### config.mk
export PLATFORM = sky130hd
export DESIGN_NAME = xadc_drp_arbiter
export DESIGN_NICKNAME = d
export VERILOG_FILES = /design/src/rtl/xadc_drp_arbiter.sv
export SDC_FILE = /design/constraint.sdc
export NUM_CORES = 1
export LEC_CHECK = 0
export CORE_MARGIN = 2
export CORE_UTILIZATION = 30
export CTS_CLUSTER_DIAMETER = 150
export DETAILED_ROUTE_END_ITERATION = 12
export MAX_ROUTING_LAYER = met4
export SLEW_MARGIN = 5
export SYNTH_ARGS = -nofsm -noshare
export SYNTH_HDL_FRONTEND = slang
export SYNTH_SLANG_ARGS = --single-unit
export TNS_END_PERCENT = 20
### constraint.sdc
create_clock -name clk -period 2.4 [get_ports clk]
set_input_delay 0.48 -clock clk [delete_from_list [all_inputs] [get_ports clk]]
set_output_delay 0.48 -clock clk [all_outputs]
set_load 0.02 [all_outputs]
### src/rtl/xadc_drp_arbiter.sv
// XADC DRP arbiter: shares the dynamic reconfiguration port between end-of-conversion
// capture and software commands. It also holds the six result registers and tracks lost conversions and stuck transactions.
module xadc_drp_arbiter #(
  parameter int TIMEOUT_CYCLES = 255,
  parameter int OVR_W          = 16
) (
  input  logic        clk,
  input  logic        reset,
  input  logic        cs,
  input  logic        read,
  input  logic        write,
  input  logic [4:0]  reg_addr,
  input  logic [31:0] wr_data,
  output logic [31:0] rd_data,
  input  logic        eoc,
  input  logic [4:0]  channel,
  output logic [6:0]  drp_daddr,
  output logic        drp_den,
  output logic        drp_dwe,
  output logic [15:0] drp_di,
  input  logic        drp_drdy,
  input  logic [15:0] drp_do
);

  typedef enum logic [1:0] {IDLE, AUTO_WAIT, SW_WAIT} state_t;

  localparam int              TMO_W     = (TIMEOUT_CYCLES > 1) ? $clog2(TIMEOUT_CYCLES) : 1;
  localparam logic [TMO_W-1:0] TMO_LAST = TMO_W'(TIMEOUT_CYCLES - 1);
  localparam logic [2:0]       SLOT_NONE = 3'd7;

  // Result slot for an XADC channel; channels without a slot are read and dropped.
  function automatic logic [2:0] chan_slot(input logic [4:0] ch);
    case (ch)
      5'h16:   chan_slot = 3'd0;
      5'h1E:   chan_slot = 3'd1;
      5'h17:   chan_slot = 3'd2;
      5'h1F:   chan_slot = 3'd3;
      5'h00:   chan_slot = 3'd4;
      5'h01:   chan_slot = 3'd5;
      default: chan_slot = SLOT_NONE;
    endcase
  endfunction

  state_t            state;
  logic [TMO_W-1:0]  tmo_cnt;
  logic              auto_pend;
  logic [4:0]        auto_ch;
  logic [4:0]        cur_ch;
  logic              sw_pend;
  logic              cmd_busy;
  logic              cmd_we;
  logic [6:0]        cmd_addr;
  logic [15:0]       cmd_data;
  logic [15:0]       sw_rdata;
  logic              timeout_err;
  logic [OVR_W-1:0]  ovr_cnt;
  logic [15:0]       results [6];

  logic              cmd_wr;
  logic              clr_wr;
  logic              ovr_evt;
  logic              auto_req;
  logic [4:0]        auto_sel;
  logic [2:0]        cap_slot;
  logic              unused_inputs;

  assign cmd_wr   = cs && write && (reg_addr == 5'd8) && !cmd_busy;
  assign clr_wr   = cs && write && (reg_addr == 5'd9);
  assign ovr_evt  = eoc && auto_pend;
  assign auto_req = auto_pend || eoc;
  assign auto_sel = eoc ? channel : auto_ch;
  assign cap_slot = chan_slot(cur_ch);

  assign unused_inputs = &{1'b0, read, wr_data[31:25], wr_data[23]};

  always_ff @(posedge clk) begin
    if (reset) begin
      state       <= IDLE;
      tmo_cnt     <= '0;
      auto_pend   <= 1'b0;
      auto_ch     <= '0;
      cur_ch      <= '0;
      sw_pend     <= 1'b0;
      cmd_busy    <= 1'b0;
      cmd_we      <= 1'b0;
      cmd_addr    <= '0;
      cmd_data    <= '0;
      sw_rdata    <= '0;
      timeout_err <= 1'b0;
      ovr_cnt     <= '0;
      drp_den     <= 1'b0;
      drp_dwe     <= 1'b0;
      drp_daddr   <= '0;
      drp_di      <= '0;
      // NOTE: the result words are software-visible and must read 0 after reset,
      // so this small array is reset like ordinary flops rather than left as RAM.
      for (int i = 0; i < 6; i++) results[i] <= '0;
    end else begin
      // NOTE: non-blocking throughout; a later assignment in this block deliberately
      // overrides an earlier one (issue clears auto_pend, a timeout beats a clear).
      drp_den <= 1'b0;
      drp_dwe <= 1'b0;

      if (eoc) begin
        auto_pend <= 1'b1;
        auto_ch   <= channel;
      end

      if (ovr_evt) begin
        if (ovr_cnt != '1) ovr_cnt <= ovr_cnt + 1'b1;
      end else if (clr_wr) begin
        ovr_cnt <= '0;
      end

      if (clr_wr) timeout_err <= 1'b0;

      if (cmd_wr) begin
        cmd_busy <= 1'b1;
        sw_pend  <= 1'b1;
        cmd_we   <= wr_data[24];
        cmd_addr <= wr_data[22:16];
        cmd_data <= wr_data[15:0];
      end

      case (state)
        IDLE: begin
          if (auto_req) begin
            drp_den   <= 1'b1;
            drp_daddr <= {2'b00, auto_sel};
            cur_ch    <= auto_sel;
            auto_pend <= 1'b0;
            tmo_cnt   <= '0;
            state     <= AUTO_WAIT;
          end else if (sw_pend) begin
            drp_den   <= 1'b1;
            drp_dwe   <= cmd_we;
            drp_daddr <= cmd_addr;
            drp_di    <= cmd_data;
            sw_pend   <= 1'b0;
            tmo_cnt   <= '0;
            state     <= SW_WAIT;
          end
        end

        AUTO_WAIT: begin
          if (drp_drdy) begin
            for (int i = 0; i < 6; i++) begin
              if (cap_slot == 3'(i)) results[i] <= drp_do;
            end
            state <= IDLE;
          end else if (tmo_cnt == TMO_LAST) begin
            timeout_err <= 1'b1;
            state       <= IDLE;
          end else begin
            tmo_cnt <= tmo_cnt + 1'b1;
          end
        end

        SW_WAIT: begin
          if (drp_drdy) begin
            if (!cmd_we) sw_rdata <= drp_do;
            cmd_busy <= 1'b0;
            state    <= IDLE;
          end else if (tmo_cnt == TMO_LAST) begin
            timeout_err <= 1'b1;
            cmd_busy    <= 1'b0;
            state       <= IDLE;
          end else begin
            tmo_cnt <= tmo_cnt + 1'b1;
          end
        end

        default: state <= IDLE;
      endcase
    end
  end

  always_comb begin
    // NOTE: default first so every path assigns rd_data and no latch is inferred.
    rd_data = '0;
    case (reg_addr)
      5'd0: rd_data = {16'h0, results[0]};
      5'd1: rd_data = {16'h0, results[1]};
      5'd2: rd_data = {16'h0, results[2]};
      5'd3: rd_data = {16'h0, results[3]};
      5'd4: rd_data = {16'h0, results[4]};
      5'd5: rd_data = {16'h0, results[5]};
      5'd8: rd_data = {14'h0, timeout_err, cmd_busy, sw_rdata};
      5'd9: rd_data = 32'(ovr_cnt);
      default: rd_data = '0;
    endcase
  end

endmodule

==> results by group, run 1 <==
Setup path
  • Nature of the critical path endpoint: output pin
  • Count of cells along the worst register-to-register path: 4
  • Peak fanout along the critical path: 8
  • Most frequent CP cell: sky130_fd_sc_hd__buf_6
  • Crit path required time: 1.92 ns
  • Critical register-to-register path endpoint: ovr_cnt[7]
  • Start of the worst register-to-register path: ovr_cnt[4]
  • Maximum single-stage delay on the critical path: 0.42 ns
  • Crit-path cells: buf_6 -> or3_4 -> nor3b_4 -> buf_6 -> buf_16 -> a222oi_1 -> a21boi_2 -> nand3_2 -> buf_6
  • R2R Setup Slk: 0.27 ns
  • Slowest stage cell, crit path: sky130_fd_sc_hd__or3_4
  • Worst Setup Start Kind: primary input
  • Critical path class: in2out
  • Data arrival time of the critical path: 1.95 ns

Cells and area
  • Fraction of final layout cells sized beyond drive strength 1: 14.5%
  • Area grow syn2layout: 33.2%
  • Total inserted antenna cells: 0
  • Most frequent cells in the layout: sky130_fd_sc_hd__nand2_1 (150), sky130_fd_sc_hd__dfxtp_1 (105), sky130_fd_sc_hd__and2_1 (101)
  • Count of nets after finishing: 1,075
  • Most common cell after layout, fill and taps aside: sky130_fd_sc_hd__nand2_1
  • Final cell count without fillers: 1,406

Pwr
  • Max IR drop VDD: 0.463 mV
  • Power density of the placed cells: 709 nW/um^2
  • Lkg Pwr: 4.16 nW

Clock tree
  • Hold_buf cts: 0
  • Number of clock sinks: 201
  • Largest buffer count on any clock path: 3
  • Root Driver: sky130_fd_sc_hd__clkbuf_16
  • TritonCTS clock tree: done
  • Number of buffers added by the clock tree synthesis step: 24
  • Clk_lat worst skew: 0.51 ns
  • Deepest level of the CTS H-tree: 1
  • Reg clk slew, reported paths: 0.06 ns

STA
  • Actual slew at the worst max-slew pin: 0.982 ns
  • Share of the cycle needed by the critical path after routing: 101%
  • Final number of max-transition violations: 0
  • Setup repair after global routing missed its margin: yes
  • Final Hold Slack: 0.376 ns
  • F_max: 0.412 GHz
  • Skew final: 0.0116 ns
  • Fin worst setup slack: -0.0269 ns
  • Final hold violation count: 0
  • Fin Setup TNS: -0.0743 ns
  • Setup-violating endpoint count in the final report: 4
  • Crit path time final: 2.43 ns
  • Headroom to the max-slew limit: 33.7%

Floorplan
  • Initial Utilization: 30.4%
  • Width of the die: 174 um
  • Row count: 62
  • Ports placed on the boundary: 122
  • Die outline height: 174 um
  • Floorplan die area: 30,400 um^2
  • Floorplan Core Area: 28,600 um^2

Logic synthesis
  • Flop and latch count out of synthesis: 201
  • Number of synthesized flops with an enable pin: 96
  • Synth Warn #: 0
  • Register area share after synthesis: 57.3%
  • Dominant synthesized flop cell: sky130_fd_sc_hd__dfxtp_1
  • Post-synthesis cell type count: 57
  • Post-Syn Area: 8700 um^2
  • Syn Inst Count: 861
  • Async set or reset register ratio after synthesis: 0%
  • Avg Cell Area, Syn: 10.1 um^2

Place
  • Count of buffers from port buffering: 98
  • Sum of net half-perimeters after detailed placement: 15,600 um
  • Count of placed standard cells including taps: 1,358
  • Final weighted congestion in routability-driven placement: 0.825

Hold path
  • Worst hold start: reset
  • Kind of path behind the tightest hold check: in2reg
  • Worst Hold Path Cells: 2
  • Endpoint of the worst hold-timing path: state[1]

GRT
  • GRT Util Overall: 16.3%
  • Number of antenna violations at the first check in global routing: 0
  • Via count of the first global-routing pass: 6,748
  • Overall overflow remaining after global route: 0
  • Global-route wire length before repair: 38,000 um
  • Largest net degree at the start of global routing: 62

Status
  • Failing checks: negative setup slack
  • Run status: finished with violations

Detailed routing
  • DRT met1 WL: 10,700 um
  • Average vias per placed instance: 4.92
  • Per-cell routed wire length: 17.1 um
  • Post-detailed-route count of antenna-violating nets: 0
  • Met2 routed WL: 11,000 um
  • First drt pass iteration count: 5
  • Highest metal used: met4
  • Via count: 6,922
  • Sum of routed wire length over all layers: 24,100 um
  • Initial DRC count: 547
  • Post-detailed-route DRC marker count: 0
  • Met3 wirelength from detailed routing: 1840 um

Job
  • Number of maximum-capacitance violations: 0
report_power, final:
part | total [mW] | switching (mW) | internal, mW
Clock | 3.95 | 1.42 | 2.53
Combinational | 0.542 | 0.308 | 0.234
Sequential | 3.72 | 0.0414 | 3.68
registers in the layout, summed over array words and instances, names as in the netlist, 2 cells and up:
| register | cells |
|---|---|
| auto_ch | 5 |
| drp_daddr | 7 |
| cmd_data | 16 |
| cur_ch | 5 |
| sw_rdata | 16 |
| ovr_cnt | 16 |
| results | 96 |
| drp_di | 16 |
| tmo_cnt | 8 |
| state | 2 |
| cmd_addr | 7 |
synthesized netlist by cell type, types with 3 or more instances:
cell type / n / area [um^2]
sky130_fd_sc_hd__or4_1: 3 / 22.5
sky130_fd_sc_hd__nor2b_1: 6 / 37.5
sky130_fd_sc_hd__buf_2: 9 / 45.0
sky130_fd_sc_hd__dfxtp_1: 105 / 2100
sky130_fd_sc_hd__xor2_1: 4 / 35.0
sky130_fd_sc_hd__xnor2_1: 7 / 61.3
sky130_fd_sc_hd__and3_1: 5 / 31.3
sky130_fd_sc_hd__nand2_1: 150 / 563
sky130_fd_sc_hd__o21bai_1: 7 / 52.6
sky130_fd_sc_hd__a21oi_1: 76 / 380
sky130_fd_sc_hd__clkbuf_1: 33 / 124
sky130_fd_sc_hd__o21ai_0: 13 / 65.1
sky130_fd_sc_hd__a21boi_0: 16 / 120
sky130_fd_sc_hd__nand2b_1: 14 / 87.6
sky130_fd_sc_hd__nand4_1: 8 / 50.1
sky130_fd_sc_hd__a31oi_1: 3 / 18.8
sky130_fd_sc_hd__a211oi_1: 5 / 37.5
sky130_fd_sc_hd__a222oi_1: 16 / 160
sky130_fd_sc_hd__nor2_1: 36 / 135
sky130_fd_sc_hd__a22oi_1: 36 / 270
sky130_fd_sc_hd__nand3_1: 28 / 140
sky130_fd_sc_hd__o31ai_1: 4 / 30.0
sky130_fd_sc_hd__ha_1: 6 / 75.1
sky130_fd_sc_hd__or3_1: 3 / 18.8
sky130_fd_sc_hd__buf_4: 14 / 105
sky130_fd_sc_hd__and2_1: 101 / 632
sky130_fd_sc_hd__edfxtp_1: 96 / 2880
sky130_fd_sc_hd__o211ai_1: 4 / 30.0
sky130_fd_sc_hd__inv_1: 5 / 18.8
sky130_fd_sc_hd__nor3_1: 15 / 75.1
critical path, delay by kind of cell:
| family | cells | cell delay [ns] |
|---|---|---|
| AND/OR/NAND/NOR | 3 | 0.70 |
| buffers and inverters | 4 | 0.51 |
| AO/OA/AOI/OAI | 2 | 0.26 |
worst max path at each step:
| stage | to | cells past startpoint | startpoint |
|---|---|---|---|
| CTS | rd_data[15] | 9 | reg_addr[3] |
| global placement | rd_data[14] | 8 | reg_addr[4] |
| global route | rd_data[2] | 9 | reg_addr[3] |
| floorplan | rd_data[1] | 5 | reg_addr[4] |
| detailed placement | rd_data[15] | 8 | reg_addr[4] |
| finish | rd_data[15] | 9 | reg_addr[3] |
layout make-up:
| type | count | area [um^2] |
|---|---|---|
| fillers | 2803 | 17000 |
| repair buffers | 163 | 1680 |
| clock inverters | 10 | 163 |
| inverters | 5 | 18.8 |
| clock buffers | 34 | 721 |
| flip-flops and latches | 201 | 4980 |
| multi-input cells | 609 | 3530 |
| well taps | 384 | 480 |
through the flow:
step | power [mW] | cell area, um^2 | setup WS [ns] | util (%)
after CTS | 8.28 | 11600 | -0.0371 | 40.5
after global routing | 8.48 | 11600 | -0.0976 | 40.5
after floorplan | 4.04 | 8750 | 0.00637 | -
final | 8.21 | 11600 | -0.0269 | 40.5
after global placement | 4.32 | 10600 | -0.877 | 37.0
after detailed placement | 4.32 | 10600 | -0.893 | 37.0
logic make-up (layout without fill, tap and decap cells):
family          after synthesis  after routing  share of synthesized area [%]
xor+xnor                     11             11                           1.11
flops                       201            201                           57.3
other cells                   1             14                         0.0431
fa+ha+maj                     6              6                          0.863
buf+inv                      64            212                           3.51
simple gates                382            382                           22.0
compound gates              192            192                           14.7
mux                           4              4                          0.489
per-layer routing:
| layer | GRT usage [%] | vias to the layer above |
|---|---|---|
| met5 | - | - |
| met4 | 4.20 | 0 |
| met3 | 3.19 | 41 |
| met2 | 25.4 | 244 |
| met1 | 21.7 | 3298 |
| li1 | - | 3339 |
what timing repair did:
action                     CTS  global route
pin swaps                    3             2
resized for setup          149             6
buffers inserted             2             0
cloned                       2             0
setup endpoints to repair   18            18
(Power assumes the default switching activity.)
==> run 2, diff against run 1 <==
Settings changed: ABC_CLOCK_PERIOD_IN_PS set to 2700.
Clock period 2.4 ns to 2.7 ns, I/O delays scaled along.
==> run 2 against run 1 <==
  * The run now ends clean
  * Count of clock-buffer cells in the layout shrank 6
  * Setup slack better by 0.091 ns
  * Via count shrank 2.3%
  * Critical endpoint is now rd_data[3]
  * Largest power group is now registers
  * Highest routed layer unchanged
==> results by group, run 2 (synthesized netlist as in run 1, its figures left out) <==
Clock tree
  • TritonCTS clock tree: done
  • Largest buffer count on any clock path: 3 (unchanged)
  • Number of clock sinks: 201 (unchanged)
  • Deepest level of the CTS H-tree: 1 (unchanged)
  • Root Driver: sky130_fd_sc_hd__clkbuf_16
  • Clk_lat worst skew: 0.50 ns (about the same)
  • Number of buffers added by the clock tree synthesis step: 23 (-4.2%)
  • Reg clk slew, reported paths: 0.06 ns (about the same)

Pwr
  • Clock network fraction of total power: 45.2% (-2.9 points)
  • Power density of the placed cells: 603 nW/um^2 (-15%)
  • Register share of total power: 47.9% (+2.6 points)
  • Combinational cell fraction of total power: 6.9% (+0.3 points)
  • Psw: 1.50 mW (-15%)
  • Sw Ratio: 21.7% (+0.18 points)
  • Internal power of the cells: 5.41 mW (-16%)
  • Max IR drop VDD: 0.474 mV (+2.4%)
  • Overall Power: 6.90 mW (-16%)
  • Lkg Pwr: 4.09 nW (-1.6%)

Setup path
  • Number of buffers and inverters on the critical path: 4 (unchanged)
  • Maximum single-stage delay on the critical path: 0.42 ns (about the same)
  • Start of the worst register-to-register path: ovr_cnt[0]
  • Nature of the critical path endpoint: output pin
  • Critical path class: in2out
  • Most frequent CP cell: sky130_fd_sc_hd__buf_6
  • Critical register-to-register path endpoint: ovr_cnt[7]
  • Crit-path cells: clkbuf_2 -> or3_4 -> nor3b_4 -> buf_6 -> buf_16 -> a222oi_1 -> a21boi_2 -> nand3_1 -> buf_6
  • R2R Setup Slk: 0.53 ns (+0.26 ns)
  • Worst Setup Start Kind: primary input
  • Peak fanout along the critical path: 8 (unchanged)
  • Crit path required time: 2.16 ns (+0.24 ns)
  • Crit path from: reg_addr[4]
  • Data arrival time of the critical path: 2.10 ns (+0.15 ns)
  • Largest delay contributor family on the critical path: simple AND/OR/NAND/NOR gates
  • Slowest stage cell, crit path: sky130_fd_sc_hd__or3_4
  • Count of cells along the worst register-to-register path: 5 (+1)

Floorplan
  • Die outline height: 174 um (unchanged)
  • Floorplan Core Area: 28,600 um^2 (unchanged)
  • Ports placed on the boundary: 122 (unchanged)
  • Width of the die: 174 um (unchanged)
  • Floorplan die area: 30,400 um^2 (unchanged)
  • Row count: 62 (unchanged)
  • Initial Utilization: 30.4% (unchanged)

STA
  • F_max: 0.379 GHz
  • Share of the cycle needed by the critical path after routing: 97.6%
  • Actual slew at the worst max-slew pin: 1.03 ns (+0.0492 ns)
  • Setup-violating endpoint count in the final report: 0 (-4)
  • Fin Setup TNS: 0 ns (+0.0743 ns)
  • Skew final: 0.00989 ns (-0.00173 ns)
  • Headroom to the max-slew limit: 30.3% (-3.3 points)
  • Final hold violation count: 0 (unchanged)
  • Crit path time final: 2.64 ns
  • Final number of max-transition violations: 0 (unchanged)

Place
  • Sum of net half-perimeters after detailed placement: 15,300 um (-1.9%)
  • Count of buffers from port buffering: 98 (unchanged)
  • Final weighted congestion in routability-driven placement: 0.848 (+2.8%)

Detailed routing
  • Average vias per placed instance: 4.83 (-1.9%)
  • Per-cell routed wire length: 17.5 um (+2.1%)
  • Post-detailed-route DRC marker count: 0 (unchanged)
  • Via count: 6,761 (-2.3%)
  • Sum of routed wire length over all layers: 24,500 um (+1.6%)
  • Initial DRC count: 619 (+13%)
  • Post-detailed-route count of antenna-violating nets: 0 (unchanged)
  • First drt pass iteration count: 6 (+1)

Cells and area
  • Count of nets after finishing: 1,071 (-0.37%)
  • Most common cell after layout, fill and taps aside: sky130_fd_sc_hd__nand2_1
  • Sequential cell area in the final layout: 4980 um^2 (unchanged)
  • Fraction of final layout cells sized beyond drive strength 1: 14.2% (-0.29 points)
  • Area grow syn2layout: 31.6%
  • Number of flip-flops in the largest register: 96 (unchanged)
  • Most frequent cells in the layout: sky130_fd_sc_hd__nand2_1 (150), sky130_fd_sc_hd__dfxtp_1 (105), sky130_fd_sc_hd__and2_1 (101)
  • Register bank with the most flops: results
  • Number of filler instances in the final layout: 2,773 (-1.1%)
  • Area occupied by multi-input gates: 3550 um^2 (+0.35%)

Hold path
  • Kind of path behind the tightest hold check: reg2reg
  • Endpoint of the worst hold-timing path: drp_di[1]
  • Worst hold start: cmd_data[1]
  • Worst Hold Path Cells: 2 (unchanged)

GRT
  • Via count of the first global-routing pass: 6,831 (+1.2%)
  • GRT Util Overall: 16.5% (+0.25 points)
  • Overall overflow remaining after global route: 0 (unchanged)
  • Number of antenna violations at the first check in global routing: 1 (+1)
  • Largest net degree at the start of global routing: 45 (-27%)
  • Global-route wire length before repair: 38,400 um (+1.0%)

Status
  • Run status: finished clean

Job
  • Number of maximum-capacitance violations: 0 (unchanged)
run 2: cell types whose count changed in the layout (fill, tap and decap cells not counted), moves of 2 or more:
| cell | change |
|---|---|
| sky130_fd_sc_hd__buf_4 | -6 |
| sky130_fd_sc_hd__clkbuf_16 | -3 |
| sky130_fd_sc_hd__clkinv_2 | +3 |
| sky130_fd_sc_hd__buf_2 | +6 |
| sky130_fd_sc_hd__clkinv_1 | +3 |
| sky130_fd_sc_hd__clkbuf_2 | +3 |
| sky130_fd_sc_hd__a21boi_1 | -5 |
| sky130_fd_sc_hd__buf_16 | +2 |
| sky130_fd_sc_hd__a21boi_2 | +5 |
| sky130_fd_sc_hd__inv_6 | -2 |
| sky130_fd_sc_hd__clkbuf_8 | -4 |
| sky130_fd_sc_hd__buf_6 | -9 |
| sky130_fd_sc_hd__buf_12 | +2 |
run 2: layout make-up:
type	instances	share of cell area, %
clock inverter	12	1.36
antenna	1	0.0219
tap	384	4.20
inverter	5	0.164
timing repair buffer	160	14.5
sequential	201	43.6
clock buffer	28	5.19
multi-input combinational	609	31.0
run 2: layer usage:
layer | GRT usage, % | routed length [um]
met1 | 21.8 | 11100
met2 | 26.1 | 11100
met3 | 3.63 | 1710
met4 | 3.50 | 540
met5 | - | 0
run 2: what timing repair did:
action | in CTS | in global routing
pin swaps | 7 | 4
setup buffers | 4 | 1
hold buffers | 0 | 0
gates cloned | 3 | 1
endpoints found under the setup margin | 18 | 17
resized for setup | 127 | 17
hold endpoints to repair | 0 | 0
run 2: worst max-delay path by stage:
stage,endpoint,depth (start not counted)
2_1_floorplan,rd_data[1],5
3_3_place_gp,rd_data[14],8
3_5_place_dp,rd_data[15],8
4_1_cts,rd_data[1],9
5_1_grt,rd_data[3],9
6_report,rd_data[3],9
run 2: tightest hold or removal path, delay by kind of cell, from the launching register on:
| kind | cells | cell delay (ns) |
|---|---|---|
| simple gates | 1 | 0.05 |
| flops | 1 | 0.30 |
| compound gates | 1 | 0.05 |
run 2: power groups by stage:
stage	Clock (mW)	Combinational (mW)	Sequential, mW
final	3.12	0.474	3.31
after floorplan	0	0.221	3.37
after CTS	3.20	0.474	3.31
after detailed placement	0	0.465	3.37
after global placement	0	0.464	3.37
after global routing	3.32	0.517	3.31
run 2: through the flow:
step	cell area [um^2]	cells	utilization, %	worst slack, ns	hold slack [ns]
floorplan	8750	874	-	0.186	0.432
global placement	10500	1350	36.8	-0.699	0.437
detailed placement	10500	1350	36.8	-0.733	0.444
CTS	11400	1397	39.9	0.00533	0.448
global route	11400	1400	40.0	-0.00300	0.463
finish	11400	1400	40.0	0.0639	0.447
